$ cat src/rtl/code_fetch.sv
// code_fetch: issues sequential code-line reads and buffers returned words for the decode stage.
// Define CODE_FETCH_PERF_EN to add the perf_stall_cycles backpressure counter output.

module code_fetch #(
   parameter int DATA_W     = 12,
   parameter int ADDR_W     = 32,
   parameter int FIFO_DEPTH = 4
) (
   input  logic              clk_clk,
   input  logic              reset_reset_n,
   input  logic              ctrl_active,
   input  logic              ctrl_reset,
   input  logic [ADDR_W-1:0] code_length,
   output logic              mem_read_en,
   output logic [ADDR_W-1:0] mem_read_line,
   input  logic [DATA_W-1:0] mem_read_data,
   output logic              out_valid,
   input  logic              out_ready,
   output logic [DATA_W-1:0] out_code,
   output logic [ADDR_W-1:0] out_code_index,
   output logic              busy,
   output logic              done
`ifdef CODE_FETCH_PERF_EN
   ,
   output logic [31:0]       perf_stall_cycles
`endif
);

   localparam int PTR_W = $clog2(FIFO_DEPTH);
   localparam int CNT_W = PTR_W + 1;

   typedef enum logic [1:0] {IDLE, RUN, DRAIN, DONE} state_t;

   state_t            state_reg, state_next;
   logic [ADDR_W-1:0] pc_reg;
   logic [ADDR_W-1:0] last_line_reg;
   logic              pend_reg;
   logic [ADDR_W-1:0] pend_line_reg;
   logic [PTR_W-1:0]  wr_ptr_reg, rd_ptr_reg;
   logic [CNT_W-1:0]  count_reg;
   logic [CNT_W-1:0]  occupancy;
   logic              issue, last_issue, push, pop;

   logic [DATA_W-1:0] fifo_code  [FIFO_DEPTH];
   logic [ADDR_W-1:0] fifo_index [FIFO_DEPTH];

   // Reads in flight (strobe stage + return stage) reserve FIFO slots so a return never overflows.
   assign occupancy  = count_reg + CNT_W'(mem_read_en) + CNT_W'(pend_reg);
   assign issue      = (state_reg == RUN) && ctrl_active && (occupancy < CNT_W'(FIFO_DEPTH));
   assign last_issue = issue && (pc_reg == last_line_reg);
   assign push       = pend_reg;
   assign pop        = out_valid && out_ready;

   assign out_valid      = (count_reg != '0);
   assign out_code       = out_valid ? fifo_code[rd_ptr_reg]  : '0;
   assign out_code_index = out_valid ? fifo_index[rd_ptr_reg] : '0;
   assign busy           = (state_reg == RUN) || (state_reg == DRAIN);
   assign done           = (state_reg == DONE);

   always_ff @(posedge clk_clk or negedge reset_reset_n) begin
      if (!reset_reset_n) begin
         state_reg <= IDLE;
      end else begin
         state_reg <= state_next;
      end
   end

   always_comb begin
      state_next = state_reg;
      if (ctrl_reset) begin
         state_next = IDLE;
      end else begin
         case (state_reg)
            IDLE: begin
               if (ctrl_active) begin
                  state_next = (code_length == '0) ? DONE : RUN;
               end
            end
            RUN: begin
               if (last_issue) begin
                  state_next = DRAIN;
               end
            end
            DRAIN: begin
               if ((count_reg == '0) && !mem_read_en && !pend_reg) begin
                  state_next = DONE;
               end
            end
            DONE:    state_next = DONE;
            default: state_next = IDLE;
         endcase
      end
   end

   always_ff @(posedge clk_clk or negedge reset_reset_n) begin
      if (!reset_reset_n) begin
         pc_reg        <= '0;
         last_line_reg <= '0;
         mem_read_en   <= 1'b0;
         mem_read_line <= '0;
         pend_reg      <= 1'b0;
         pend_line_reg <= '0;
         wr_ptr_reg    <= '0;
         rd_ptr_reg    <= '0;
         count_reg     <= '0;
      end else if (ctrl_reset) begin
         // Dropping both pipeline stages discards any word still on its way back.
         pc_reg        <= '0;
         mem_read_en   <= 1'b0;
         mem_read_line <= '0;
         pend_reg      <= 1'b0;
         pend_line_reg <= '0;
         wr_ptr_reg    <= '0;
         rd_ptr_reg    <= '0;
         count_reg     <= '0;
      end else begin
         if ((state_reg == IDLE) && ctrl_active) begin
            last_line_reg <= code_length - ADDR_W'(1);
         end
         mem_read_en <= issue;
         if (issue) begin
            mem_read_line <= pc_reg;
            pc_reg        <= pc_reg + ADDR_W'(1);
         end
         pend_reg      <= mem_read_en;
         pend_line_reg <= mem_read_line;
         if (push) begin
            wr_ptr_reg <= wr_ptr_reg + PTR_W'(1);
         end
         if (pop) begin
            rd_ptr_reg <= rd_ptr_reg + PTR_W'(1);
         end
         if (push && !pop) begin
            count_reg <= count_reg + CNT_W'(1);
         end else if (!push && pop) begin
            count_reg <= count_reg - CNT_W'(1);
         end
      end
   end

   always_ff @(posedge clk_clk) begin
      if (push && !ctrl_reset) begin
         fifo_code[wr_ptr_reg]  <= mem_read_data;
         fifo_index[wr_ptr_reg] <= pend_line_reg;
      end
   end

`ifdef CODE_FETCH_PERF_EN
   always_ff @(posedge clk_clk or negedge reset_reset_n) begin
      if (!reset_reset_n) begin
         perf_stall_cycles <= '0;
      end else if (ctrl_reset) begin
         perf_stall_cycles <= '0;
      end else if (out_valid && !out_ready && (perf_stall_cycles != 32'hFFFF_FFFF)) begin
         perf_stall_cycles <= perf_stall_cycles + 32'd1;
      end
   end
`endif

endmodule
$ cat config.mk
export PLATFORM = sky130hd
export DESIGN_NAME = code_fetch
export DESIGN_NICKNAME = d
export VERILOG_FILES = /design/src/rtl/code_fetch.sv
export SDC_FILE = /design/constraint.sdc
export NUM_CORES = 1
export LEC_CHECK = 0
export CAP_MARGIN = 30
export CORE_ASPECT_RATIO = 0.9
export CORE_MARGIN = 2
export CORE_UTILIZATION = 45
export DETAILED_ROUTE_END_ITERATION = 16
export HOLD_SLACK_MARGIN = 0.05
export PLACE_DENSITY = 0.63
export SYNTH_ARGS = -nofsm -noshare
export SYNTH_HDL_FRONTEND = slang
export SYNTH_SLANG_ARGS = --single-unit
$ cat constraint.sdc
create_clock -name clk_clk -period 3.3 [get_ports clk_clk]
set_input_delay 0.66 -clock clk_clk [delete_from_list [all_inputs] [get_ports clk_clk]]
set_output_delay 0.66 -clock clk_clk [all_outputs]
set_load 0.02 [all_outputs]
; ---- Word level (Yosys, flattened, before mapping)
; Memories as Yosys holds them, arrays and structs flattened.
; Index checks and enable logic that the tools add are counted.
[totals]
ff_bits = 139
ram_bits = 176
n_memories = 2
[op_classes]
bitwise_logic = 1
muxes = 24
n_lt_le_gt_ge = 1
eq_ne = 7
n_reduce_logical = 25
add_sub_neg = 8
[mem_list]
columns = name, words, width, rd, rd_clocked_by_memory_dff, write_ports, line_no
row1 = fifo_index, 4, 32, 1, 0, 1, 45  ; logic [ADDR_W-1:0] fifo_index [FIFO_DEPTH];
row2 = fifo_code, 4, 12, 1, 0, 1, 44  ; logic [DATA_W-1:0] fifo_code [FIFO_DEPTH];
[ops]
columns = op, count
row1 = two-way mux 32 bit, 6
row2 = adder 32 x 1 -> 32 bit (second input constant), 1
row3 = equality test 32 bit, 1
row4 = zero test 32 bit, 1
row5 = subtractor 32 x 1 -> 32 bit (second input constant), 1
row6 = two-way mux 2 bit, 9
row7 = two-way mux 12 bit, 1
row8 = logical AND 1 bit, 10
row9 = two-way mux 3 bit, 3
row10 = case mux 2 bit (4 select lines), 1
row11 = adder 3 x 1 -> 3 bit, 2
row12 = inequality test 3 bit (second input constant), 2
row13 = nonzero test 2 bit, 3
row14 = nonzero test 3 bit, 2
row15 = adder 2 x 1 -> 2 bit (second input constant), 2
row16 = equality test 2 bit (second input constant), 2
row17 = zero test 1 bit, 4
row18 = two-way mux 1 bit, 4
row19 = adder 3 x 1 -> 3 bit (second input constant), 1
row20 = zero test 3 bit, 1
row21 = less-than comparator 3 bit (second input constant), 1
row22 = inequality test 3 x 2 -> 1 bit (second input constant), 1
row23 = AND reduction 3 bit, 1
row24 = subtractor 3 x 1 -> 3 bit (second input constant), 1
row25 = other kinds (5), 5

; ---- Logic depth before layout (Yosys ltp)
[depth]
ltp_word = 8
mapped_depth = 10

; ---- Worst setup path after synthesis
; No wires, ideal clock.
[synth_timing]
kind = register -> output
start = register rd_ptr_reg[0]
end = output out_code[10]
setup_slack_ns = 0.775
n_path_buf = 2
path_stages_with_launch = 5
arrival_ns = 1.865
path_cell_list = dfrtp_1 buf_2 buf_1 mux4_2 and2_1
[synth_via]
elab_chain_cells = 2
[synth_rtl]
columns = element, line_no
row1 = start: declaration, 39  ; logic [PTR_W-1:0] wr_ptr_reg, rd_ptr_reg;
row2 = start signal: assignment, 131  ; rd_ptr_reg <= rd_ptr_reg + PTR_W'(1);
row3 = memory (4 x 12 bit), -
row4 = two-way mux 12 bit, 55  ; assign out_code = out_valid ? fifo_code[rd_ptr_reg] : '0;
row5 = end: declaration, 19  ; output logic [DATA_W-1:0] out_code,
; Every way passes these cells.

; ---- Worst setup path after layout
[layout_timing]
start = register rd_ptr_reg[0]
end = output out_code_index[2]
[layout_via]
elab_chain_cells = 2
[layout_rtl]
columns = element, line_no
row1 = memory (4 x 32 bit), -
row2 = two-way mux 32 bit, 56  ; assign out_code_index = out_valid ? fifo_index[rd_ptr_reg] : '0;
row3 = end: declaration, 20  ; output logic [ADDR_W-1:0] out_code_index,
; Every way passes these cells.

==> impl_results.md <==
- Fill count: between 2,000 and 2,500
- Switching part of the total power: 0.258
- Worst path max stage delay: 0.55 ns
- Critical path launch point: rd_ptr_reg[0]$_DFFE_PN0P_
- Die Area: 31,100 sq um
- Post-Syn Area: 13,400 sq um
- Chip height: ~170 um
- Vias: 7,780
- Post-synthesis register bit count: 315
- Worst setup EP type: output port
- Sequential share of the synthesized area: 0.655
- DR DRC count: 0
- CTS tree: built
- Clock buffer depth: 3
- First-pass GRT wire length: 42.7 mm
- IO Port Bufs: 128
- Biggest register: fifo_index
- Starting density of the core: 0.460
- Status: finished, final reports clean
- Detailed Place HPWL: ~18 mm
- Reg2Reg Depth: 9
- Total Nets Final: 1,183
- Max Fanout on Critical Path: 23
- Reg area: 8770 sq um
- Post-synth EDFFs: 176
- Combinational share of power: 0.192
- Clock Skews: 0.0200 ns
- WL per Instance: 17.3 um
- RSZ-0062 raised after global routing: false
- Synthesis-to-layout area growth: 23.1%
- Asr flop ratio synth: 0.441
- H-tree levels: 2
- Largest net degree at the start of global routing: 86
- Setup TNS: 0 ns
- Netlist cell types: 52
- Worst-Margin Slew: 0.851 ns
- Final setup viols: 0
- Dpl cell area: ~15,000 sq um
- Clk pwr share: 0.380
- Clock root buffer master: clkbuf_16
- Core ar.: 29,100 sq um
- Met2 Use GR: 0.281
- Clk sinks: 315
- CP required: 2.64 ns
- Max Fclk: 318 MHz
- Initial drt markers: 412
- Setup WS post-layout: 0.155 ns
- Syn_area_per_cell: 13.7 sq um
- Worst r2r src: count_reg[1]$_DFFE_PN0P_
- Total Power: 10,700 uW
- Met1 Resource Use GR: 0.246
- Via/cell ratio: approximately 5.1
- Final core utilization: 0.567
- Syn Nets: 1,041
- Vias in the first global route: about 8,000
- Cell-internal power: 7910 uW
- GRT Total Usage: 0.175
- Die width: 186 um
- Max Transition Viols Final: 0
- Final Cycle Share: 0.953
- Max reg flops: 128
- Crit-path cells: buf_16 -> mux4_2 -> and2_1 -> clkdlybuf4s50_1
- Layout cells sized above 1: 0.127
- Cts bufs inserted: 34
- Multi-input logic area: ~4400 sq um
- M3 GR Usage: 0.0278
- Critical Path Start Type: flip-flop
- Later-pin clock latency in the skew report: 0.51 ns
- Largest registers: fifo_index (128), fifo_code (48)
- Overflow after GRT: 0
- Final min period: 3.14 ns
- Yosys warnings: 0
- GP Congestion: 0.835
- Final hold vios: 0
- Pre-CTS setup slack: between 0.15 and 0.2 ns
- Initial antenna violation count: 0
- Slew margin rel.: 0.433
- I/O pins: between 100 and 150
- Final instance area: about 16,000 sq um
- Psw: 2750 uW
- CP max stage cell: clkdlybuf4s50_1
- Peak supply drop: ~0.00027 V
- Leak pwr: 0.00609 uW
- Pwr/cell area: 647 nW/um^2
- Initial DRT Pass Iterations: 4
- Sequential Power Share: 0.428
- Clock transition at path regs: 0.06 ns
- Post-Route WL: 26.7 mm
- Rows: 59
- CP arrival: 2.48 ns
- Post-synth top flop: edfxtp_1
- Class of the worst hold path: input pin to asynchronous set/reset pin
- Crit Path Category: flip-flop to output port
- # diodes: 0
- Hold-fix buffer count after cts: 0
- Antenna Nets Post-Route: 0
- Mapped Cells: 977
- Max-cap violation count: 0
- Most Crowded Layer GR: met2
-- per-layer routing --
layer / vias to the layer above / wire length [um] / share of wire
met3: 40 / 1250 / 0.047
met4: 0 / 567 / 0.021
met5: - / 0 / 0
li1: 3769 / - / -
met2: 167 / 12700 / 0.48
met1: 3804 / 12100 / 0.45
-- Yosys cell counts (18+ instances only) --
master | n | area share
dfrtp_1 | 139 | 0.26
nand3_1 | 18 | 0.0067
o21ai_0 | 34 | 0.013
edfxtp_1 | 176 | 0.39
mux4_2 | 44 | 0.074
xnor2_1 | 66 | 0.043
nand2_1 | 116 | 0.033
and2_1 | 52 | 0.024
nor2_1 | 51 | 0.014
xor2_1 | 27 | 0.018
clkbuf_1 | 39 | 0.011
a21oi_1 | 39 | 0.015
nand4_1 | 18 | 0.0084
nor2b_1 | 35 | 0.016
-- worst max-delay path: cells and delay by family (launching register included) --
| kind | cells | cell delay, ns |
|---|---|---|
| buf+inv | 2 | 0.77 |
| mux | 1 | 0.52 |
| simple gates | 1 | 0.19 |
| flops | 1 | 0.48 |
-- final timing paths --
kind / end / slack (ns)
max: out_code_index[2] / 0.16
min: last_line_reg[26]$_DFFE_PN0P_ / 0.16
max reg2reg: count_reg[2]$_DFFE_PN0P_ / 0.84
min reg2reg: fifo_index[1][5]$_DFFE_PP_ / 0.49
max in group asynchronous: pc_reg[3]$_DFFE_PN0P_ / 2.34
min in group clk_clk: fifo_index[1][5]$_DFFE_PP_ / 0.49
-- cells in the final DEF (no fill, tap or decap), types with 9 or more instances in the layout --
cell | synthesis | routed
nor4_1 | 13 | 13
a21oi_1 | 39 | 39
ha_1 | 14 | 14
clkbuf_16 | 0 | 35
clkbuf_1 | 39 | 9
nor2b_1 | 35 | 35
mux4_2 | 44 | 44
nand3_1 | 18 | 18
nor3_1 | 9 | 9
clkdlybuf4s50_1 | 0 | 122
nand2_1 | 116 | 116
inv_1 | 17 | 17
and2_1 | 52 | 48
nor2_1 | 51 | 50
nand4_1 | 18 | 18
xnor2_1 | 66 | 66
edfxtp_1 | 176 | 176
buf_4 | 0 | 20
o21ai_0 | 34 | 34
dfrtp_1 | 139 | 137
xor2_1 | 27 | 27
-- what timing repair did --
| item | CTS | global route |
|---|---|---|
| setup buffers | 0 | 2 |
| setup endpoints to repair | 23 | 19 |
| resized for setup | 5 | 1 |
-- power by group through the flow --
stage	Combinational (uW)	Sequential (uW)	Clock (uW)
3_3_place_gp	2070	4650	0
6_report	2050	4570	4050
3_5_place_dp	2080	4660	0
2_1_floorplan	1310	4580	0
4_1_cts	2080	4580	4130
5_1_grt	2260	4600	4290
-- layout make-up --
class	instances	share of cell area
timing repair buffer	155	0.0962
clock inverter	14	0.0150
multi-input combinational	596	0.265
inverter	17	0.00387
sequential	315	0.532
clock buffer	47	0.0577
tap	396	0.0301
-- stage by stage --
stage / instances / hold slack, ns
after CTS: 1538 / 0.189
final: 1540 / 0.160
after floorplan: 977 / 0.364
after detailed placement: 1477 / 0.490
after global routing: 1540 / 0.226
after global placement: 1477 / 0.472
-- cell families after synthesis --
logic type	after synthesis	share of synthesized area
buf+inv	66	0.0193
compound gates	90	0.0377
mux	47	0.0764
xor+xnor	93	0.0609
flops	315	0.655
fa+ha+maj	15	0.0146
simple gates	351	0.136
(Power assumes the default switching activity.)
==> edit 1, RTL diff (same settings) <==
The option `CODE_FETCH_PERF_EN` is turned on by a define.
--- a/src/rtl/code_fetch.sv
+++ b/src/rtl/code_fetch.sv
@@ -1,5 +1,7 @@
 // code_fetch: issues sequential code-line reads and buffers returned words for the decode stage.
 // Define CODE_FETCH_PERF_EN to add the perf_stall_cycles backpressure counter output.
+
+`define CODE_FETCH_PERF_EN
 
 module code_fetch #(
    parameter int DATA_W     = 12,
Check against the original RTL (old outputs only; new: perf_stall_cycles): equivalent (Yosys induction, for registers that start in step).
==> edit 1 against the unedited design <==
Register-to-register slack worse by 0.13 ns. Cell area up 13%. Wire length up 27%. Power up 21%. Synthesized area up 13%. Setup slack worse by 0.0096 ns. Clock skew down 0.0044 ns. Sequential power up 10%. Sequential cell count up 32. Critical path type unchanged. Critical endpoint is now out_code_index[22]. Largest cell class unchanged. Highest routed layer unchanged.
==> edit 1: results (changes against the unedited design) <==
| Metric | Value |
|---|---|
| Layout cells sized above 1 | 0.117 (-0.00961) |
| Global-route wire length before repair | 53,900 um (+26%) |
| Asr flop ratio synth | 0.493 (+0.0515) |
| Clk_skew | 0.0155 ns (-0.00444 ns) |
| Status | complete, no violations |
| Placed insts | 1,735 (+17%) |
| Vias in the first global route | 9,623 (+23%) |
| DP Worst Slack | 0.121 ns (-0.0463 ns) |
| Flop-to-flop setup slack | 0.71 ns (-0.13 ns) |
| GRT Resource Usage Total | 0.197 (+0.0226) |
| Multiplexer share of the synthesized area | 0.0686 (-0.00780) |
| Post-synth top cells | edfxtp_1, dfrtp_1, nand2_1 |
| Register area share after synthesis | 0.635 (-0.0202) |
| PortBufs | 160 (+25%) |
| Top cells by area, synth | edfxtp_1, dfrtp_1, mux4_2 |
| DP Area | 0.0173 mm^2 (+14%) |
| FMAX | 317 MHz (-0.30%) |
| Initial drt markers | 605 (+47%) |
| Non-Filler Instances | 1,805 (+17%) |
| PostCTS Resize Cnt | 1 (-4) |
| Total CTS buffers | 38 (+12%) |
| Synth Area in Adders | 0.0138 (-0.000802) |
| Reg2reg end | state_reg[1] |
| Largest net degree at the start of global routing | 82 (-4.7%) |
| Worst skew pair latency | 0.53 ns (+0.02 ns) |
| Nets | 1,418 (+20%) |
| XOR/XNOR Fraction of Synth Area | 0.0668 (+0.00597) |
-- edit 1: layout make-up --
type	instances	area, um^2
repair buffers	199	1980
clock buffers	58	1140
flip-flops and latches	347	9570
well taps	422	528
clock inverters	12	139
inverters	22	82.6
multi-input cells	745	5190
fillers	2741	14300
-- edit 1: worst max path at each step --
stage,startpoint,endpoint,cells after the start
after floorplan,rd_ptr_reg[0],out_code[10],4
after global placement,code_length[7],last_line_reg[21],8
after detailed placement,code_length[0],last_line_reg[18],8
after CTS,count_reg[1],out_code_index[20],5
after global routing,rd_ptr_reg[0],out_code_index[31],4
final,rd_ptr_reg[0],out_code_index[22],4
-- edit 1: kinds of logic after synthesis --
| group | after synthesis |
|---|---|
| compound gates | 122 |
| xor+xnor | 115 |
| fa+ha+maj | 16 |
| buf+inv | 85 |
| flops | 347 |
| mux | 48 |
| simple gates | 444 |
-- edit 1: worst max-delay path, delay by kind of cell (launching register included) --
family / cells / cell delay, ns
multiplexers: 1 / 0.57
buffers and inverters: 2 / 0.80
AND/OR/NAND/NOR: 1 / 0.18
flip-flops: 1 / 0.39
-- edit 1: power breakdown --
group	internal, W	total, W	switching (W)	leakage (nW)
combinational	0.00176	0.00366	0.00191	2.11
sequential	0.00478	0.00504	0.000255	3.85
clock	0.00255	0.00423	0.00168	0.629
-- edit 1: per-layer routing --
| layer | part of all wire | track usage | up-vias |
|---|---|---|---|
| li1 | - | - | 4546 |
| met1 | 0.46 | 0.277 | 4731 |
| met2 | 0.47 | 0.323 | 237 |
| met3 | 0.044 | 0.0289 | 52 |
| met4 | 0.021 | 0.0570 | 0 |
| met5 | 0 | 0 | - |
==> edit 2, RTL diff (same flow settings) <==
Made on the original files. The 4 states of `state_t` get a one-hot encoding in 4 bits.
--- a/src/rtl/code_fetch.sv
+++ b/src/rtl/code_fetch.sv
@@ -29,7 +29,7 @@
    localparam int PTR_W = $clog2(FIFO_DEPTH);
    localparam int CNT_W = PTR_W + 1;
 
-   typedef enum logic [1:0] {IDLE, RUN, DRAIN, DONE} state_t;
+   typedef enum logic [3:0] {IDLE = 4'b0001, RUN = 4'b0010, DRAIN = 4'b0100, DONE = 4'b1000} state_t;
 
    state_t            state_reg, state_next;
    logic [ADDR_W-1:0] pc_reg;
Check against the original RTL: no difference found for any inputs over 4 cycles, from zero or initial values and one cycle with reset_reset_n low; so few cycles prove little.
==> edit 2 against the unedited design <==
Cell area decreased by 0.84%. First-iteration DRC count increased by 28%. Core utilization is 1.7 points lower. Power decreased by 12%. Setup slack worse by 0.019 ns. Critical path type unchanged. Synthesized area grew 1.2%. Wire length is 3.0% higher. Register-to-register slack got worse by 0.05 ns. Synthesized cell count is 3.3% higher. Final cell count up 1.1%. Sequential cell count rose by 2. Via count increased by 4.7%.
==> edit 2: results (changes against the unedited design) <==
| Metric | Value |
|---|---|
| Total CTS buffers | 31 (-8.8%) |
| Synth Area in Adders | 0.00887 (-0.00572) |
| H-tree levels | 1 (-1) |
| Metal-1 WL | 12,900 um (+6.2%) |
| Postcts setup bufs | 1 (+1) |
| Reg2Reg Depth | 7 (-2) |
| VDD IR max | 470 uV (+76%) |
| Met2 routed WL | 12,900 um (+1.4%) |
| Syn Nets | 1,067 (+2.5%) |
| Power in sequential cells | 0.00439 W (-4%) |
| Setup crit end | out_code_index[22] |
| Status | complete, no violations |
| Post-synth top cells | edfxtp_1, dfrtp_1, nand2_1 |
| Routed wire length | 27,500 um (+3.0%) |
| Reg2reg end | pc_reg[31] |
| Largest net degree at the start of global routing | 60 (-30%) |
| Met2 Use GR | 0.288 (+0.00679) |
| Post-DP HPWL | 18,400 um (+4.1%) |
| Routing usage on met1 | 0.261 (+0.0147) |
| XOR/XNOR Fraction of Synth Area | 0.0459 (-0.0149) |
| Nets | 1,187 (+0.34%) |
| Compound-Gate Fraction of Synth Area | 0.0523 (+0.0146) |
| Register area share after synthesis | 0.651 (-0.00390) |
| Layout cells sized above 1 | 0.120 (-0.00716) |
| Global-route wire length before repair | 45,000 um (+5.2%) |
| Multiplexer share of the synthesized area | 0.0748 (-0.00164) |
| Initial drt markers | 526 (+28%) |
| Met3 Use GR | 0.0222 (-0.00565) |
| Flop-to-flop setup slack | 0.79 ns (-0.05 ns) |
| Asr flop ratio synth | 0.445 (+0.00353) |
| Worst path arrival time | 2.50 ns (+0.02 ns) |
| PostCTS Resize Cnt | 0 (-5) |
| Antenna violations before repair | 0 (unchanged) |
| Top cells by area, synth | edfxtp_1, dfrtp_1, mux4_2 |
| DP Area | 0.0153 mm^2 (+0.53%) |
| Sw frac | 0.254 (-0.00434) |
| Worst-Margin Slew | 0.844 ns (-0.00733 ns) |
| Worst r2r src | pend_reg |
| Pre-Repair DR Iteration Count | 4 (unchanged) |
| Clk_skew | 0.00789 ns (-0.0121 ns) |
| Worst skew pair latency | 0.56 ns (+0.05 ns) |
| Comb power | 0.00160 W (-22%) |
| Vias in the first global route | 8,111 (+4.1%) |
| Met3 Routed Length | 1150 um (-8.3%) |
[edit 2: changes by cell type in the layout (fill, tap and decap cells not counted), moves of 10 or more]
cell and delta:
a21oi_1 +20, or4_1 +18, o31ai_1 +16, xnor2_1 -16
nor2_1 -15, o21ai_0 +10
[edit 2: layout make-up]
cell class	count	area, um^2
fill	2485	13400
sequential	317	8820
tap	403	504
multi-input combinational	613	4420
timing repair buffer	151	1560
inverter	15	56.3
clock buffer	46	882
clock inverter	12	100
[edit 2: through the flow]
stage / power [W] / worst slack [ns] / hold WS [ns] / cells
5_1_grt: 0.00977 / 0.0344 / 0.0910 / 1557
6_report: 0.00934 / 0.137 / 0.0608 / 1557
4_1_cts: 0.00945 / 0.0823 / 0.0715 / 1557
2_1_floorplan: 0.00543 / 0.796 / 0.364 / 1009
3_5_place_dp: 0.00609 / 0.320 / 0.472 / 1498
3_3_place_gp: 0.00607 / 0.350 / 0.469 / 1498
